## config.mk

```make
export PLATFORM = sky130hd
export DESIGN_NAME = axi_brom_ctrl
export DESIGN_NICKNAME = d
export VERILOG_FILES = /design/src/rtl/axi_brom_ctrl.sv
export SDC_FILE = /design/constraint.sdc
export NUM_CORES = 1
export LEC_CHECK = 0
export ABC_CLOCK_PERIOD_IN_PS = 2400
export BUFFER_PORTS_ARGS = -buffer_cell sky130_fd_sc_hd__buf_2
export CAP_MARGIN = 20
export CORE_ASPECT_RATIO = 0.5
export CORE_MARGIN = 10
export CORE_UTILIZATION = 35
export CTS_CLUSTER_SIZE = 40
export DETAILED_ROUTE_END_ITERATION = 8
export GPL_ROUTABILITY_DRIVEN = 1
export PLACE_DENSITY = 0.7
export SLEW_MARGIN = 20
export SYNTH_ARGS = -nofsm -noshare
export SYNTH_HDL_FRONTEND = slang
export SYNTH_SLANG_ARGS = --single-unit
```

## constraint.sdc

```tcl
create_clock -name s_axi_aclk -period 2.4 [get_ports s_axi_aclk]
set_clock_uncertainty 0.15 [all_clocks]
set_input_delay 0.48 -clock s_axi_aclk [delete_from_list [all_inputs] [get_ports s_axi_aclk]]
set_output_delay 0.48 -clock s_axi_aclk [all_outputs]
set_load 0.005 [all_outputs]
```

## src/rtl/axi_brom_ctrl.sv

```systemverilog
`default_nettype none
// ============================================================================
// Module   : axi_brom_ctrl
// Purpose  : AXI4-Lite slave in front of a single-port 128-bit boot RAM.
//            Serialises AXI reads and writes onto the one RAM port, maps
//            narrow AXI beats onto RAM lines by lane, and absorbs the RAM's
//            one-cycle read latency.
// Revision : 1.0 - initial release
// ----------------------------------------------------------------------------
// Ports
//   s_axi_aclk, s_axi_aresetn       clock / async active-low reset
//   s_axi_aw*                       write address channel (1-deep holding reg)
//   s_axi_w*                        write data channel    (1-deep holding reg)
//   s_axi_b*                        write response channel
//   s_axi_ar*                       read address channel (accepted in IDLE)
//   s_axi_r*                        read data channel
//   bram_addra/ena/wea/dina/douta   RAM port, same clock, 1-cycle read latency
// ============================================================================
module axi_brom_ctrl #(
  parameter int unsigned AXI_DATA_WIDTH  = 64,
  parameter int unsigned BRAM_ADDR_WIDTH = 16,
  parameter int unsigned MEM_DATA_WIDTH  = 128,
  parameter int unsigned WRITE_EN        = 1
) (
  input  logic                          s_axi_aclk,
  input  logic                          s_axi_aresetn,
  // write address
  input  logic [BRAM_ADDR_WIDTH-1:0]    s_axi_awaddr,
  input  logic                          s_axi_awvalid,
  output logic                          s_axi_awready,
  // write data
  input  logic [AXI_DATA_WIDTH-1:0]     s_axi_wdata,
  input  logic [AXI_DATA_WIDTH/8-1:0]   s_axi_wstrb,
  input  logic                          s_axi_wvalid,
  output logic                          s_axi_wready,
  // write response
  output logic [1:0]                    s_axi_bresp,
  output logic                          s_axi_bvalid,
  input  logic                          s_axi_bready,
  // read address
  input  logic [BRAM_ADDR_WIDTH-1:0]    s_axi_araddr,
  input  logic                          s_axi_arvalid,
  output logic                          s_axi_arready,
  // read data
  output logic [AXI_DATA_WIDTH-1:0]     s_axi_rdata,
  output logic [1:0]                    s_axi_rresp,
  output logic                          s_axi_rvalid,
  input  logic                          s_axi_rready,
  // RAM port
  output logic [BRAM_ADDR_WIDTH-1:0]    bram_addra,
  output logic                          bram_ena,
  output logic [MEM_DATA_WIDTH/8-1:0]   bram_wea,
  output logic [MEM_DATA_WIDTH-1:0]     bram_dina,
  input  logic [MEM_DATA_WIDTH-1:0]     bram_douta
);

  localparam int unsigned c_AXI_BYTES = AXI_DATA_WIDTH / 8;
  localparam int unsigned c_LANES     = MEM_DATA_WIDTH / AXI_DATA_WIDTH;
  localparam int unsigned c_LANE_LSB  = $clog2(c_AXI_BYTES);
  localparam int unsigned c_LANE_W    = $clog2(c_LANES);

  localparam logic [1:0] c_RESP_OKAY   = 2'b00;
  localparam logic [1:0] c_RESP_SLVERR = 2'b10;
  localparam logic [1:0] c_WR_RESP     = (WRITE_EN != 0) ? c_RESP_OKAY : c_RESP_SLVERR;

  typedef enum logic [2:0] {
    S_IDLE    = 3'd0,
    S_RD_EN   = 3'd1,
    S_RD_CAP  = 3'd2,
    S_RD_RESP = 3'd3,
    S_WR_EN   = 3'd4,
    S_WR_RESP = 3'd5
  } state_t;

  state_t r_state;
  state_t w_next;

  // r_live is clear during reset and sets on the first edge afterwards, so
  // every ready output stays low until the block has seen a clock.
  logic                        r_live;

  logic                        r_aw_full;
  logic [BRAM_ADDR_WIDTH-1:0]  r_awaddr;
  logic                        r_w_full;
  logic [AXI_DATA_WIDTH-1:0]   r_wdata;
  logic [c_AXI_BYTES-1:0]      r_wstrb;

  logic [BRAM_ADDR_WIDTH-1:0]  r_araddr;
  logic [AXI_DATA_WIDTH-1:0]   r_rdata;
  // 1 = last grant went to the read side; reset value means WRITE
  logic                        r_last_rd;

  logic                        w_awready;
  logic                        w_wready;
  logic                        w_aw_hs;
  logic                        w_w_hs;
  logic                        w_pair;
  logic                        w_idle;
  logic                        w_gnt_rd;
  logic                        w_gnt_wr;

  logic [c_LANE_W-1:0]         w_wr_lane;
  logic [c_LANE_W-1:0]         w_rd_lane;
  logic [MEM_DATA_WIDTH/8-1:0] w_wea;
  logic [MEM_DATA_WIDTH-1:0]   w_dina;
  logic [AXI_DATA_WIDTH-1:0]   w_lane_data [c_LANES];
  logic [AXI_DATA_WIDTH-1:0]   w_rd_slice;

  // --------------------------------------------------------------------------
  // Write capture: AW and W are taken independently into 1-deep holders.
  // --------------------------------------------------------------------------
  assign w_awready = r_live & ~r_aw_full;
  assign w_wready  = r_live & ~r_w_full;
  assign w_aw_hs   = s_axi_awvalid & w_awready;
  assign w_w_hs    = s_axi_wvalid  & w_wready;
  assign w_pair    = r_aw_full & r_w_full;

  // --------------------------------------------------------------------------
  // Arbiter: only decides in IDLE; on conflict it alternates.
  // --------------------------------------------------------------------------
  assign w_idle = r_live & (r_state == S_IDLE);

  always_comb begin
    w_gnt_rd = 1'b0;
    w_gnt_wr = 1'b0;
    if (w_idle) begin
      if (s_axi_arvalid && w_pair) begin
        if (r_last_rd) begin
          w_gnt_wr = 1'b1;
        end else begin
          w_gnt_rd = 1'b1;
        end
      end else if (s_axi_arvalid) begin
        w_gnt_rd = 1'b1;
      end else if (w_pair) begin
        w_gnt_wr = 1'b1;
      end
    end
  end

  // --------------------------------------------------------------------------
  // Lane mapping between AXI beats and RAM lines
  // --------------------------------------------------------------------------
  assign w_wr_lane = r_awaddr[c_LANE_LSB +: c_LANE_W];
  assign w_rd_lane = r_araddr[c_LANE_LSB +: c_LANE_W];
  assign w_dina    = {c_LANES{r_wdata}};

  for (genvar g = 0; g < c_LANES; g++) begin : g_lane
    assign w_wea[g*c_AXI_BYTES +: c_AXI_BYTES] =
      (w_wr_lane == c_LANE_W'(g)) ? r_wstrb : '0;
    assign w_lane_data[g] = bram_douta[g*AXI_DATA_WIDTH +: AXI_DATA_WIDTH];
  end

  assign w_rd_slice = w_lane_data[w_rd_lane];

  // --------------------------------------------------------------------------
  // Sequential state
  // --------------------------------------------------------------------------
  always_ff @(posedge s_axi_aclk or negedge s_axi_aresetn) begin
    if (!s_axi_aresetn) begin
      r_state <= S_IDLE;
    end else begin
      r_state <= w_next;
    end
  end

  always_ff @(posedge s_axi_aclk or negedge s_axi_aresetn) begin
    if (!s_axi_aresetn) begin
      r_live    <= 1'b0;
      r_aw_full <= 1'b0;
      r_awaddr  <= '0;
      r_w_full  <= 1'b0;
      r_wdata   <= '0;
      r_wstrb   <= '0;
    end else begin
      r_live <= 1'b1;
      // Holders are full (ready low) during WR_EN, so the release here can
      // never collide with a new capture in the same cycle.
      if (r_state == S_WR_EN) begin
        r_aw_full <= 1'b0;
        r_w_full  <= 1'b0;
      end
      if (w_aw_hs) begin
        r_aw_full <= 1'b1;
        r_awaddr  <= s_axi_awaddr;
      end
      if (w_w_hs) begin
        r_w_full <= 1'b1;
        r_wdata  <= s_axi_wdata;
        r_wstrb  <= s_axi_wstrb;
      end
    end
  end

  always_ff @(posedge s_axi_aclk or negedge s_axi_aresetn) begin
    if (!s_axi_aresetn) begin
      r_araddr  <= '0;
      r_rdata   <= '0;
      r_last_rd <= 1'b0;
    end else begin
      if (w_gnt_rd) begin
        r_araddr  <= s_axi_araddr;
        r_last_rd <= 1'b1;
      end else if (w_gnt_wr) begin
        r_last_rd <= 1'b0;
      end
      // RAM data for the RD_EN access is on douta during RD_CAP
      if (r_state == S_RD_CAP) begin
        r_rdata <= w_rd_slice;
      end
    end
  end

  // --------------------------------------------------------------------------
  // Next state and RAM / response outputs
  // --------------------------------------------------------------------------
  always_comb begin
    w_next       = r_state;
    bram_ena     = 1'b0;
    bram_wea     = '0;
    bram_addra   = '0;
    bram_dina    = '0;
    s_axi_bvalid = 1'b0;
    s_axi_bresp  = c_RESP_OKAY;
    s_axi_rvalid = 1'b0;
    case (r_state)
      S_IDLE: begin
        if (w_gnt_rd) begin
          w_next = S_RD_EN;
        end else if (w_gnt_wr) begin
          w_next = S_WR_EN;
        end
      end
      S_RD_EN: begin
        bram_ena   = 1'b1;
        bram_addra = r_araddr;
        w_next     = S_RD_CAP;
      end
      S_RD_CAP: begin
        w_next = S_RD_RESP;
      end
      S_RD_RESP: begin
        s_axi_rvalid = 1'b1;
        if (s_axi_rready) begin
          w_next = S_IDLE;
        end
      end
      S_WR_EN: begin
        // A read-only build still walks through WR_EN so the response timing
        // is identical, but the RAM port is never enabled.
        if (WRITE_EN != 0) begin
          bram_ena = 1'b1;
          bram_wea = w_wea;
        end
        bram_addra = r_awaddr;
        bram_dina  = w_dina;
        w_next     = S_WR_RESP;
      end
      S_WR_RESP: begin
        s_axi_bvalid = 1'b1;
        s_axi_bresp  = c_WR_RESP;
        if (s_axi_bready) begin
          w_next = S_IDLE;
        end
      end
      default: begin
        w_next = S_IDLE;
      end
    endcase
  end

  assign s_axi_awready = w_awready;
  assign s_axi_wready  = w_wready;
  assign s_axi_arready = w_gnt_rd;
  assign s_axi_rdata   = r_rdata;
  assign s_axi_rresp   = c_RESP_OKAY;

endmodule
`default_nettype wire

```

==> impl_metrics.py, run 1 <==
metrics = {
    "global_routing": {
        "top_usage_layer": "met2",
        "track_usage_pct": 18.0,
        "overflow": 0,
        "antenna_found_initial": 8,
        "grt_pass1_vias": 7454,
        "grt_max_degree": 77,
        "met2_usage_pct": 33.7,
        "grt_pass1_wl_um": 43100,
        "use_met3_pct": 3.81,
        "grt_use_met1_pct": 19.7,
    },
    "power": {
        "power.density_nw_per_um2": 1060,
        "power_mw": 13.2,
        "ir_drop_v": 0.000535,
        "p_leak_nw": 6.32,
    },
    "yosys": {
        "netlist_area_um2": 8440,
        "ys_seq_area_share_pct": 51.9,
        "syn_avg_cell_area_um2": 11.8,
        "synth.top_cells.by_area": "dfrtp_1, mux2_2, mux2i_1, buf_4, and2_1",
        "synth_warnings": 0,
        "yosys.area.top_type": "dfrtp_1",
        "ys_types": 34,
        "synth-seq-cells": 175,
        "yosys.area.top_type_share_pct": 51.9,
        "synthCells": 715,
    },
    "drt": {
        "ant_nets": 0,
        "vias": 6982,
        "routed_wirelength_um": 30600,
        "vias_per_cell": 4.78,
        "drc_errors": 0,
        "dr.pass1.iters": 4,
        "first_iter_violations": 410,
        "wire_per_inst_um": 20.9,
    },
    "placed_design": {
        "place_inst": 1406,
        "io_buffers": 468,
        "dp_hpwl_um": 22900,
        "place_congestion": 0.877,
        "place_ws_ns": 0.245,
    },
    "setup_path": {
        "max_stage_delay_ns": 0.39,
        "crit_start": "r_state[1]",
        "endpoint": "bram_dina[51]",
        "rr_startpoint": "r_state[0]",
        "crit_path_end_kind": "output port",
        "crit_slowest_cell": "dfrtp_1",
        "cp.arrival_ns": 1.86,
        "r2r_slack_ns": 0.36,
        "worst_r2r_path_depth": 7,
        "crit_family": "buffers and inverters",
        "critPathKind": "reg -> out",
        "cpMostUsedCell": "buf_6",
        "critPathMaxFanout": 14,
        "crit_chain": "buf_6 -> nor3b_4 -> buf_6 -> buf_4 -> buf_12 -> and2_4 -> buf_6",
        "cp-start-kind": "flip-flop",
        "rr_endpoint": "s_axi_rdata[10]",
        "path_buf_inv": 5,
        "critPathRequiredTime_ns": 1.77,
        "worst-path-stages": 7,
    },
    "floorplanning": {
        "core_area_um2": 23900,
        "die_y_um": 130,
        "start_util_pct": 35.3,
        "rows": 40,
        "fp.dieW_um": 240,
        "die_area_um2": 31100,
        "ios": 473,
    },
    "run_status": {
        "violations": "setup timing",
        "run_status": "complete, but fails checks",
    },
    "timing": {
        "maxSlewViolCount": 0,
        "slew_headroom_pct": 61.8,
        "fin_crit_sh_pct": 104,
        "hold_viol": 0,
        "finalSetupViolCount": 124,
        "rsz0062_at_grt": "true",
        "period_needed_ns": 2.49,
        "tightest_slew_ns": 0.574,
        "finalSetupTns_ns": -5.99,
        "max_freq_mhz": 401,
        "setup_ws_ns": -0.0908,
    },
    "clock_tree": {
        "worstSkewPairLatency_ns": 0.43,
        "cts_buffers": 17,
        "clkSinkCount": 175,
        "htreeDepth": 4,
        "clockBufferDepth": 2,
        "cts_root_buffer": "clkbuf_16",
        "clk_pin_slew_ns": 0.06,
        "cts_tree": "built",
    },
    "layout": {
        "layout_commonest_cell": "buf_2",
        "area_delta_synth_final_pct": 47.4,
        "layout_common_cells": "buf_2, dfrtp_1, buf_6, mux2_2",
        "nNetsFinal": 1367,
        "layout-drive-gt1-share_pct": 62.2,
        "instances_no_fill": 1462,
    },
    "worst_hold_path": {
        "hp-class": "in -> reg",
    },
    "job": {
        "maxCapViolCount": 0,
    },
}
-- cells in the mapped netlist, drive strengths merged --
cell and instances:
and3 8, a21oi 65, o21ai 1, nand3 2
nand2b 1, nand2 7, and4b 1, clkbuf 12
o21bai 1, and2 72, a31oi 1, conb 2
a41oi 1, mux2i 65, nor4b 1, and3b 2
a22oi 1, nor3b 3, a22o 16, mux2 104
buf 101, xnor2 1, nor2b 3, inv 1
dfrtp 175, or2 1, nor2 66, or3b 1
-- flip-flops by register name (all words and copies together), names as in the netlist --
signal / count
r_araddr: 16
r_aw_full: 1
r_awaddr: 16
r_last_rd: 1
r_live: 1
r_state: 3
r_w_full: 1
r_wdata: 64
r_wstrb: 8
s_axi_rdata: 64
-- worst register-to-register path, stage by stage (launching register included) --
cell and delay, ns:
dfrtp_1 0.40, buf_6 0.13, buf_6 0.13, buf_4 0.15
nor3b_4 0.29, buf_4 0.47, nor2_1 0.11, a21oi_1 0.14
-- how the worst min path moves through the flow --
stage | start | to | slack [ns] | cells past startpoint
4_1_cts | s_axi_rready | r_state[1] | 0.08 | 2
3_3_place_gp | s_axi_aresetn | s_axi_rdata[31] | 0.30 | 1
3_5_place_dp | s_axi_aresetn | s_axi_rdata[31] | 0.31 | 1
2_1_floorplan | s_axi_aresetn | r_araddr[0] | 0.03 | 0
5_1_grt | s_axi_rready | r_state[1] | 0.08 | 2
6_report | s_axi_rready | r_state[1] | 0.11 | 2
-- logic make-up (layout without fill, tap and decap cells) --
group,count (synthesis),count (layout),synth area share (%)
xor gates and xnor gates,1,1,0.104
and+or+nand+nor,168,168,11.1
DFF,175,175,51.9
muxes,169,169,21.9
AOI/OAI and AO/OA,86,86,5.93
other,2,13,0.0890
buffers and inverters,114,535,8.96
-- layout make-up --
class / instances / area (um^2)
antenna: 8 / 20.0
inverter: 1 / 3.75
fill: 2091 / 11400
multi-input combinational: 429 / 3510
timing repair buffer: 504 / 3520
clock inverter: 7 / 135
clock buffer: 23 / 478
tap: 315 / 394
sequential: 175 / 4380
-- layer usage --
layer	share of wire, %	up-vias
li1	-	3216
met1	37	3567
met2	57	167
met3	3.8	32
met4	1.8	0
met5	0	-
-- where the power goes --
| group | leakage [nW] | internal (mW) | switching [mW] |
|---|---|---|---|
| sequential | 2.04 | 4.42 | 0.907 |
| combinational | 3.97 | 2.56 | 2.34 |
| clock | 0.303 | 1.81 | 1.14 |
| total | 6.32 | 8.79 | 4.40 |
-- repair_timing --
action	CTS	global route
hold buffers	1	0
hold endpoints to repair	45	0
endpoints found under the setup margin	161	162
gates cloned	4	2
buffers inserted	10	2
pin swaps	16	27
gates resized for setup	103	83
-- through the flow --
stage	hold slack, ns	instance area, um^2	utilization, %
floorplan	0.0344	8450	-
global placement	0.300	10700	44.7
detailed placement	0.312	10700	44.7
CTS	0.0760	11900	49.9
global route	0.0763	12400	52.1
finish	0.106	12400	52.1
No activity file was read; power rests on OpenSTA's default activity.
==> inputs of run 2 (changes only) <==
Settings changed: ABC_CLOCK_PERIOD_IN_PS 2400 to 3000.
Clock period 2.4 ns to 3 ns, I/O delays scaled along.
==> run 2 against run 1 <==
  * The flow now finishes without violations
  * Utilization fell by 4.7 points
  * Cell area down 9.1%
  * Combinational power down 28%
  * Die area did not move
  * Setup slack improved by 0.27 ns
  * Total power decreased by 21%
  * Via count shrank 4.0%
  * Critical path depth decreased by 3
  * First-iteration DRC count fell by 9.5%
  * Critical endpoint is now bram_wea[2]
==> impl_metrics.py, run 2 (synthesized netlist as in run 1, its figures left out) <==
metrics = {
    "clock_tree": {
        "clockBufferDepth": 2,
        "htreeDepth": 4,
        "clkSinkCount": 175,
        "cts_buffers": 17,
        "worstSkewPairLatency_ns": 0.44,
        "cts_tree": "built",
        "cts_setup_buffers": 0,
        "cts_root_buffer": "clkbuf_16",
        "clk_pin_slew_ns": 0.06,
    },
    "setup_path": {
        "critPathMaxFanout": 12,
        "rr_startpoint": "r_w_full",
        "r2r_slack_ns": 1.07,
        "critPathRequiredTime_ns": 2.25,
        "endpoint": "bram_wea[2]",
        "rr_endpoint": "r_wdata[39]",
        "critPathKind": "reg -> out",
        "cp.arrival_ns": 2.07,
        "cp-start-kind": "flip-flop",
        "crit_start": "r_state[0]",
        "worst_r2r_path_depth": 4,
        "crit_path_end_kind": "output port",
    },
    "layout": {
        "layout_commonest_cell": "buf_2",
        "stdcell_area_um2": 11300,
        "fill_cells": 2200,
        "area_delta_synth_final_pct": 34.0,
        "layout_common_cells": "buf_2, dfrtp_1, mux2_2, and2_1",
        "layout-drive-gt1-share_pct": 55.9,
        "nNetsFinal": 1345,
    },
    "timing": {
        "tightest_slew_ns": 0.824,
        "slew_headroom_pct": 44.9,
        "finalSetupTns_ns": 0,
        "finalSetupViolCount": 0,
        "max_freq_mhz": 355,
        "maxSlewViolCount": 0,
        "fin_crit_sh_pct": 93.9,
        "hold_viol": 0,
        "rsz0062_at_grt": "false",
        "period_needed_ns": 2.82,
    },
    "global_routing": {
        "grt_pass1_vias": 7082,
        "grt_max_degree": 129,
        "overflow": 0,
        "track_usage_pct": 17.3,
        "antenna_found_initial": 3,
        "grt_pass1_wl_um": 41400,
    },
    "drt": {
        "wire_per_inst_um": 19.9,
        "vias_per_cell": 4.67,
        "routed_wirelength_um": 28600,
        "drc_errors": 0,
        "ant_nets": 0,
        "first_iter_violations": 371,
        "vias": 6701,
        "dr.pass1.iters": 5,
    },
    "power": {
        "power.density_nw_per_um2": 919,
        "p_leak_nw": 6.02,
        "ir_drop_v": 0.000440,
    },
    "floorplanning": {
        "rows": 40,
        "fp.dieW_um": 240,
        "die_y_um": 130,
        "start_util_pct": 35.3,
        "ios": 473,
        "core_area_um2": 23900,
        "die_area_um2": 31100,
    },
    "job": {
        "maxCapViolCount": 0,
    },
    "placed_design": {
        "postPlaceCellArea_um2": 10600,
        "dp_hpwl_um": 22800,
        "io_buffers": 468,
        "place_congestion": 0.911,
    },
    "run_status": {
        "run_status": "completed",
    },
    "worst_hold_path": {
        "hp-class": "in -> reg",
    },
}
## run 2: timing repair
item	in CTS	in global routing
hold endpoints to repair	54	0
gates resized for setup	2	1
setup endpoints to repair	2	1
hold buffers	1	0
## run 2: how the worst min path moves through the flow
stage | slack (ns) | end | start | cells after the start
6_report | 0.23 | r_state[1] | s_axi_rready | 2
5_1_grt | 0.21 | r_state[1] | s_axi_rready | 2
4_1_cts | 0.20 | r_state[1] | s_axi_rready | 2
3_5_place_dp | 0.34 | r_wdata[59] | r_wdata[59] | 1
3_3_place_gp | 0.33 | r_wdata[30] | r_wdata[30] | 1
2_1_floorplan | 0.15 | r_araddr[0] | s_axi_aresetn | 0
## run 2: routing by layer
layer,wire length [um],GRT usage [%],up-vias
li1,-,-,3147
met1,10800,19.5,3346
met2,16200,32.2,170
met3,1220,3.91,38
met4,501,5.40,0
met5,0,0,-
## run 2: worst max-delay path, stage by stage, from the launching register on
cell and delay (ns):
dfrtp_2 0.51, or3b_2 0.57, nor2_4 0.21, and2_1 0.18, buf_2 0.15
## run 2: where the power goes
| part | internal [mW] | switching (mW) | leakage (nW) |
|---|---|---|---|
| combinational | 1.83 | 1.70 | 3.65 |
| clock | 1.61 | 0.944 | 0.325 |
| sequential | 3.53 | 0.783 | 2.04 |
## run 2: per-stage QoR
step	total power [mW]	worst slack, ns	instances	hold WS, ns	utilization [%]
5_1_grt	11.1	0.0836	1436	0.210	47.4
4_1_cts	10.5	0.0719	1434	0.202	47.4
6_report	10.4	0.183	1436	0.230	47.4
3_5_place_dp	7.92	0.474	1401	0.335	44.5
3_3_place_gp	7.74	0.550	1401	0.328	44.5
2_1_floorplan	6.50	0.787	718	0.154	-
## run 2: final cells by class
class	instances	area, um^2	area share, %
flip-flops and latches	175	4390	38.8
multi-input cells	429	3330	29.5
repair buffers	482	2520	22.3
clock buffers	22	464	4.10
well taps	315	394	3.48
clock inverters	10	206	1.83
diodes	2	5.00	0.0442
inverters	1	3.75	0.0332
==> inputs of run 3 (changes only) <==
Settings changed: CORE_AREA set to 10 10 176 178, CORE_ASPECT_RATIO 0.5 to unset, CORE_MARGIN 10 to unset, CORE_UTILIZATION 35 to unset, DIE_AREA set to 0 0 186 188, HOLD_SLACK_MARGIN set to 0.03, PLACE_DENSITY 0.7 to 0.63.
==> run 3 against run 2 <==
  * Fmax grew 1.7%
  * Routed wire length down 2.0%
  * Cell area fell by 0.41%
  * Critical path type unchanged
  * Utilization decreased by 6.4 points
  * Worst hold slack got worse by 0.19 ns
  * Setup slack gained 0.047 ns
  * Sequential power decreased by 4%
  * Via count decreased by 1.1%
  * Non-clock buffer count unchanged
  * First-iteration DRC count increased by 0.81%
  * Total power shrank 4.2%
==> impl_metrics.py, run 3 (synthesized netlist as in run 1, its figures left out) <==
metrics = {
    "run_status": {
        "run_status": "completed",
    },
    "timing": {
        "holdWs_ns": 0.0404,
        "rsz0062_at_grt": "false",
        "period_needed_ns": 2.77,
        "maxSlewViolCount": 0,
        "slew_headroom_pct": 46.4,
        "tightest_slew_ns": 0.801,
        "fin_crit_sh_pct": 92.4,
        "finalSetupTns_ns": 0,
        "finalSetupViolCount": 0,
        "max_freq_mhz": 361,
        "hold_viol": 0,
    },
    "setup_path": {
        "cp.arrival_ns": 2.02,
        "endpoint": "bram_wea[4]",
        "path_buf_inv": 2,
        "rr_endpoint": "r_awaddr[15]",
        "crit_chain": "buf_4 -> or3b_2 -> nor2_2 -> and2_1 -> buf_2",
        "critPathKind": "reg -> out",
        "rr_startpoint": "r_aw_full",
        "worst-path-stages": 5,
        "crit_start": "r_state[2]",
        "crit_slowest_cell": "or3b_2",
        "crit_path_end_kind": "output port",
        "cp-start-kind": "flip-flop",
        "max_stage_delay_ns": 0.50,
        "critPathRequiredTime_ns": 2.25,
        "worst_r2r_path_depth": 3,
        "crit_family": "simple AND/OR/NAND/NOR gates",
        "critPathMaxFanout": 10,
        "r2r_slack_ns": 1.07,
    },
    "clock_tree": {
        "cts_resized": 0,
        "worstSkewPairLatency_ns": 0.42,
        "clkSinkCount": 175,
        "cts_buffers": 17,
        "clk_pin_slew_ns": 0.07,
        "clockBufferDepth": 2,
        "cts_setup_buffers": 0,
        "hold_buffers": 0,
        "cts_tree": "built",
        "cts_root_buffer": "clkbuf_16",
        "htreeDepth": 4,
    },
    "global_routing": {
        "grt_pass1_wl_um": 42100,
        "met2_usage_pct": 26.7,
        "grt_max_degree": 129,
        "grt_pass1_vias": 7108,
        "track_usage_pct": 15.5,
        "top_usage_layer": "met2",
        "grt_use_met1_pct": 17.3,
        "overflow": 0,
        "use_met3_pct": 6.19,
        "antenna_found_initial": 8,
    },
    "drt": {
        "vias_per_cell": 4.51,
        "first_iter_violations": 374,
        "vias": 6629,
        "ant_nets": 0,
        "wire_per_inst_um": 19.1,
        "drc_errors": 0,
        "dr.pass1.iters": 4,
        "routed_wirelength_um": 28100,
    },
    "floorplanning": {
        "rows": 61,
        "die_area_um2": 35000,
        "ios": 473,
        "start_util_pct": 30.7,
        "die_y_um": 188,
        "fp.dieW_um": 186,
        "core_area_um2": 27500,
    },
    "placed_design": {
        "io_buffers": 468,
        "place_congestion": 0.838,
        "dp_hpwl_um": 22600,
        "place_inst": 1433,
    },
    "job": {
        "maxCapViolCount": 0,
    },
    "power": {
        "p_leak_nw": 5.99,
        "power.density_nw_per_um2": 884,
        "ir_drop_v": 0.000585,
    },
    "layout": {
        "layout-drive-gt1-share_pct": 56.0,
        "fill_cells": 2711,
        "nNetsFinal": 1345,
        "layout_common_cells": "buf_2, dfrtp_1, mux2_2, and2_1",
        "layout_commonest_cell": "buf_2",
        "area_delta_synth_final_pct": 33.5,
        "instances_no_fill": 1471,
    },
    "worst_hold_path": {
        "hp-class": "in -> async",
    },
}
[run 3: cell type report]
type	instances	area (um^2)	share of cell area, %
clock buffers	20	457	4.05
clock inverters	12	114	1.01
inverters	1	3.75	0.0333
repair buffers	482	2530	22.5
multi-input cells	429	3330	29.5
diodes	6	15.0	0.133
flip-flops and latches	175	4380	38.9
well taps	346	433	3.84
[run 3: how the worst min path moves through the flow]
stage | start | to | slack (ns)
final | s_axi_aresetn | s_axi_rdata[12] | 0.04
after CTS | s_axi_aresetn | s_axi_rdata[12] | 0.05
after global routing | s_axi_aresetn | s_axi_rdata[9] | 0.05
after floorplan | s_axi_aresetn | r_araddr[0] | 0.15
after global placement | r_wdata[12] | r_wdata[12] | 0.33
after detailed placement | r_wdata[20] | r_wdata[20] | 0.33
[run 3: stage by stage]
stage	setup slack (ns)	total power [mW]	utilization, %	area [um^2]
after detailed placement	0.631	7.91	38.9	10700
after floorplan	0.787	6.50	-	8450
after global placement	0.648	7.78	38.9	10700
after global routing	0.107	10.7	41.0	11300
after CTS	0.170	10.1	40.9	11200
final	0.229	9.96	41.0	11300
[run 3: worst register-to-register path, stage by stage, from the launching register on]
cell and delay, ns:
dfrtp_1 0.45, nor2b_1 0.22, nand2_1 0.51, mux2_2 0.49
[run 3: power by group]
part	switching, mW	internal [mW]
Sequential	0.619	3.53
Clock	1.02	1.15
Combinational	1.79	1.86
[run 3: metal layers]
layer | part of all wire (%) | wire, um | vias up
met5 | 0.15 | 41 | -
met4 | 1.1 | 311 | 6
met3 | 10 | 2830 | 25
met2 | 50 | 14000 | 316
met1 | 39 | 10900 | 3116
li1 | - | - | 3166
